`config.mk`:
```
export PLATFORM = sky130hd
export DESIGN_NAME = pwm_duty_ramp
export DESIGN_NICKNAME = d
export VERILOG_FILES = /design/src/rtl/pwm_pkg.sv /design/src/rtl/pwm_ramp_prescaler.sv /design/src/rtl/pwm_duty_ramp.sv
export SDC_FILE = /design/constraint.sdc
export NUM_CORES = 1
export LEC_CHECK = 0
export CORE_MARGIN = 1.5
export CORE_UTILIZATION = 45
export CTS_BUF_LIST = sky130_fd_sc_hd__clkbuf_4 sky130_fd_sc_hd__clkbuf_8
export DETAILED_ROUTE_END_ITERATION = 8
export GPL_TIMING_DRIVEN = 0
export PLACE_DENSITY = 0.77
export SLEW_MARGIN = 5
export SYNTH_ARGS = -nofsm -noshare
export SYNTH_HDL_FRONTEND = slang
export SYNTH_HIERARCHICAL = 1
export SYNTH_SLANG_ARGS = --single-unit
```
`constraint.sdc`:
```
create_clock -name clk -period 4.2 [get_ports clk]
set_clock_uncertainty 0.15 [all_clocks]
set_input_delay 0.63 -clock clk [delete_from_list [all_inputs] [get_ports clk]]
set_output_delay 0.63 -clock clk [all_outputs]
set_load 0.02 [all_outputs]
```
`src/rtl/pwm_pkg.sv`:
```
// Shared types and constants for the PWM duty-ramp block.
package pwm_pkg;
  localparam int DC_W   = 7;
  localparam int DC_MAX = 100;

  typedef enum logic [1:0] {
    IDLE = 2'd0,
    UP   = 2'd1,
    DOWN = 2'd2
  } ramp_state_t;

  typedef logic [DC_W-1:0] duty_t;
endpackage

```
`src/rtl/pwm_ramp_prescaler.sv`:
```
// Divides PWM period ticks by 2^rate and emits a one-cycle step pulse.
module pwm_ramp_prescaler (
  input  logic       clk,
  input  logic       rst_n,
  input  logic       clr,
  input  logic       tick,
  input  logic [1:0] rate,
  output logic       step
);
  logic [2:0] cnt;
  logic [2:0] term;

  // 2^rate - 1; rate=3 wraps to 7, which is exactly what is wanted
  assign term = 3'((4'd1 << rate) - 4'd1);
  assign step = tick & ~clr & (cnt == term);

  always_ff @(posedge clk) begin
    if (!rst_n)    cnt <= '0;
    else if (clr)  cnt <= '0;
    else if (tick) cnt <= step ? 3'd0 : cnt + 3'd1;
  end
endmodule

```
`src/rtl/pwm_duty_ramp.sv`:
```
// Slew-rate limiter: steps the registered duty toward a clamped target on period ticks.
module pwm_duty_ramp
  import pwm_pkg::*;
#(
  parameter int DC_W   = pwm_pkg::DC_W,
  parameter int DC_MAX = pwm_pkg::DC_MAX,
  parameter int STEP   = 1
) (
  input  logic            clk,
  input  logic            rst_n,
  input  logic [DC_W-1:0] target,
  input  logic            load,
  input  logic [1:0]      rate_sel,
  input  logic            period_tick,
  output logic [DC_W-1:0] dc,
  output logic            busy,
  output logic            at_target,
  output logic            dir
);
  localparam logic [DC_W-1:0] MAX_D  = DC_W'(DC_MAX);
  localparam logic [DC_W:0]   STEP_W = (DC_W+1)'(STEP);

  ramp_state_t     state, state_nxt;
  logic [DC_W-1:0] tgt_q, tgt_nxt, dc_nxt, tgt_clamp, step_dc;
  logic [1:0]      rate_q, rate_nxt;
  logic            step, pre_clr;

  logic [DC_W:0]          sum;
  logic signed [DC_W+1:0] diff;

  // Prescaler is held clear while idle and restarts on every load
  assign pre_clr = load | (state == IDLE);

  pwm_ramp_prescaler u_pre (
    .clk   (clk),
    .rst_n (rst_n),
    .clr   (pre_clr),
    .tick  (period_tick),
    .rate  (rate_q),
    .step  (step)
  );

  assign tgt_clamp = (target > MAX_D) ? MAX_D : target;

  // Widened so that neither direction can wrap before clamping to the target
  assign sum  = {1'b0, dc} + STEP_W;
  assign diff = $signed({2'b00, dc}) - $signed({1'b0, STEP_W});

  always_comb begin
    step_dc = dc;
    if (state == UP)
      step_dc = (sum > {1'b0, tgt_q}) ? tgt_q : sum[DC_W-1:0];
    else if (state == DOWN)
      step_dc = (diff < $signed({2'b00, tgt_q})) ? tgt_q : diff[DC_W-1:0];
  end

  always_comb begin
    state_nxt = state;
    dc_nxt    = dc;
    tgt_nxt   = tgt_q;
    rate_nxt  = rate_q;
    if (load) begin
      tgt_nxt  = tgt_clamp;
      rate_nxt = rate_sel;
      if (tgt_clamp > dc)      state_nxt = UP;
      else if (tgt_clamp < dc) state_nxt = DOWN;
      else                     state_nxt = IDLE;
    end else if (step && state != IDLE) begin
      dc_nxt = step_dc;
      if (step_dc == tgt_q) state_nxt = IDLE;
    end
  end

  always_ff @(posedge clk) begin
    if (!rst_n) begin
      state  <= IDLE;
      dc     <= '0;
      tgt_q  <= '0;
      rate_q <= '0;
    end else begin
      state  <= state_nxt;
      dc     <= dc_nxt;
      tgt_q  <= tgt_nxt;
      rate_q <= rate_nxt;
    end
  end

  assign at_target = (dc == tgt_q);
  assign busy      = (state != IDLE);
  assign dir       = (state == UP);
endmodule

```
==> metrics.cfg <==
[global_route]
grt_pass1_wl_microns=13100
antenna_found_initial=0
grt_usage_pct=26.5
grt_max_degree=13
gr-total-overflow=0
grt_pass1_vias=2643

[floorplan]
dieWidth_microns=79.1
fp.dieH_microns=79.1
coreArea_sq_mm=0.00554
io_pins=23
rows=27
dieArea_sq_mm=0.00626
start_util_pct=47.0

[final_layout]
diodes=0
drive_above_1_share_pct=6.72
final_cell_area_sq_mm=0.00296
syn_to_final_growth_pct=13.6
fin_nets=409
fillers=550

[sta]
finalMaxSlewViolations=0
fmax_ghz=0.255
report.final.setup_viol=0
tightest_slew_ps=588
fin_setup_tns_ps=0
slew_headroom_pct=60.8
finalHoldViolations=0
fin_crit_ps=3920
rsz0062_at_grt=no
whs_ps=382
period_share_pct=93.3

[synthesis]
avgSynthCellArea_sq_um=7.51
syn-instance-count=347
yosys_most_used_dff=dfxtp_1
yosys-top-cells-area=dfxtp_1, ha_1, a21oi_1, xor2_1, nand2_1
synthArstFlopShare_pct=0
syn_nets=383
yosys.area.top_type=dfxtp_1
synth_cell_types=62
synth_edf_count=0
yosysTopAreaCellShare_pct=16.1
ys_warn_count=6
synth_area_sq_mm=0.00261
synth-seq-cells=21
synth_seq_area_share_pct=16.1

[cts]
cts_buffer_depth=2
clk-insertion-delay-late_ps=270
cts-buffers-inserted=3
cts_tree=built
cts_max_level=1
clkSlewWorstSetupHoldPaths_ps=80
cts_sinks=21
root_buffer=clkbuf_8

[route]
num_vias=2766
drc=0
routedWlPerCell_microns=17.9
dr.first_iter.drc_count=336
wl_met1_microns=3580
dr_wl_met3_microns=664
ant_nets=0
route.met2.wl_microns=3540
first_pass_iters=5
routed.top_layer=met4
wl_microns=7960
viasPerCell=6.23

[critical_path]
critical_path_class=flop to flop
crit_path_end_kind=flop
cp-start-kind=flop
worstPathArrival_ps=3940
crit_fanout=10
required_ps=4220

[run]
drv_cap=0

[placed_design]
place_area_sq_mm=0.00291
gp_congestion=0.949
io_buffers=21
place_hpwl_microns=6110

[worst_hold_path]
min_path_type=flop to flop

[run_status]
outcome=completed

[pwr]
power.leakage_nw=1.16
power_density_mw_per_mm2=188
irDropWorstVdd_v=0.000187

[per-layer routing]
metal	global-route usage (%)	vias to the layer above
met5	0	-
met1	37.2	1266
li1	-	1322
met3	2.18	23
met2	42.5	155
met4	9.12	0
[final timing paths]
kind | from | endpoint | slack, ps | depth (start not counted)
hold / removal | u_pre/cnt[1] | u_pre/cnt[1] | 380 | 2
setup / recovery | dc[0] | state[1] | 280 | 15
hold reg to reg | u_pre/cnt[1] | u_pre/cnt[1] | 380 | 2
setup reg to reg | dc[0] | state[1] | 280 | 15
[critical path: stages (launching register included)]
cell and delay [ps]:
dfxtp_2 460, ha_1 180, buf_2 200, nand2_1 100, xnor2_1 210, inv_1 130, ha_1 310, and3_1 220
a221o_1 350, o21ai_1 240, buf_4 230, a311oi_1 110, o311a_1 150, a2111oi_4 390, nand3_2 150, a31o_1 230
[repair_timing]
item,CTS,global route
buffers inserted,0,0
resized for setup,0,2
hold buffers,0,0
setup endpoints to repair,0,3
[area by class of cell]
| cell class | instances | area, sq um | share of cell area (%) |
|---|---|---|---|
| Buffer | 28 | 154 | 5.20 |
| Clock buffer | 3 | 41.3 | 1.39 |
| Tap cell | 72 | 90.1 | 3.04 |
| Sequential cell | 21 | 422 | 14.2 |
| Inverter | 22 | 82.6 | 2.79 |
| Clock inverter | 1 | 5.00 | 0.169 |
| Timing Repair Buffer | 21 | 210 | 7.10 |
| Multi-Input combinational cell | 276 | 1960 | 66.1 |
[power breakdown]
| part | switching, mW | leakage (nW) | total [mW] | internal [mW] |
|---|---|---|---|---|
| Clock | 0.0708 | 0.0255 | 0.137 | 0.0663 |
| Sequential | 0.00805 | 0.172 | 0.214 | 0.206 |
| Combinational | 0.121 | 0.966 | 0.207 | 0.0859 |
| Total | 0.199 | 1.16 | 0.557 | 0.358 |
[cells by family (layout without fill, tap and decap cells)]
group	count (synthesis)	count (layout)	share of synthesized area (%)
DFF	21	21	16.1
buffers and inverters	50	75	9.07
muxes	9	9	3.94
adders and majority gates	25	25	11.8
AOI/OAI and AO/OA	98	98	26.1
xor gates and xnor gates	21	21	7.06
and+or+nand+nor	123	123	25.9
[cell usage in the layout (no fill, tap or decap), types with 13 or more instances in the layout]
cell type / synthesis / layout
nor2b_1: 14 / 14
a21oi_1: 23 / 23
o21ai_0: 14 / 14
nand2_1: 24 / 24
inv_1: 21 / 21
nor3_1: 13 / 13
dfxtp_1: 21 / 20
ha_1: 23 / 23
nand3_1: 13 / 13
clkbuf_1: 15 / 15
nor2_1: 18 / 18
clkdlybuf4s50_1: 0 / 21
[cell usage after synthesis (all sizes together) (2+ instances only)]
| master | number |
|---|---|
| and2 | 7 |
| and4 | 3 |
| and3 | 3 |
| nand3b | 5 |
| a211oi | 7 |
| ha | 23 |
| o211ai | 4 |
| nor2b | 14 |
| xor2 | 11 |
| buf | 12 |
| nor4 | 4 |
| inv | 21 |
| mux2i | 8 |
| o311ai | 3 |
| nand2 | 24 |
| nor3 | 13 |
| clkbuf | 16 |
| nand3 | 14 |
| a41oi | 3 |
| a31oi | 8 |
| a211o | 2 |
| o22ai | 4 |
| a31o | 2 |
| nor2 | 18 |
| maj3 | 2 |
| o21a | 2 |
| a21o | 4 |
| nand4 | 8 |
| a21oi | 23 |
| nand2b | 4 |
| o21ai | 18 |
| o211a | 3 |
| xnor2 | 10 |
| a21boi | 5 |
| dfxtp | 21 |
[sequential cells by signal (all words and copies together) (netlist names)]
name	cells
dc	7
tgt_q	7
u_pre/cnt	3
rate_q	2
state	2
[stage by stage]
step	total power, mW	setup slack (ps)	std cells	util, %
3_5_place_dp	0.417	252	440	52.5
5_1_grt	0.585	82.3	444	53.5
4_1_cts	0.552	230	444	53.3
6_report	0.557	280	444	53.5
2_1_floorplan	0.357	711	347	-
3_3_place_gp	0.415	281	440	52.5
(Power assumes the default switching activity.)
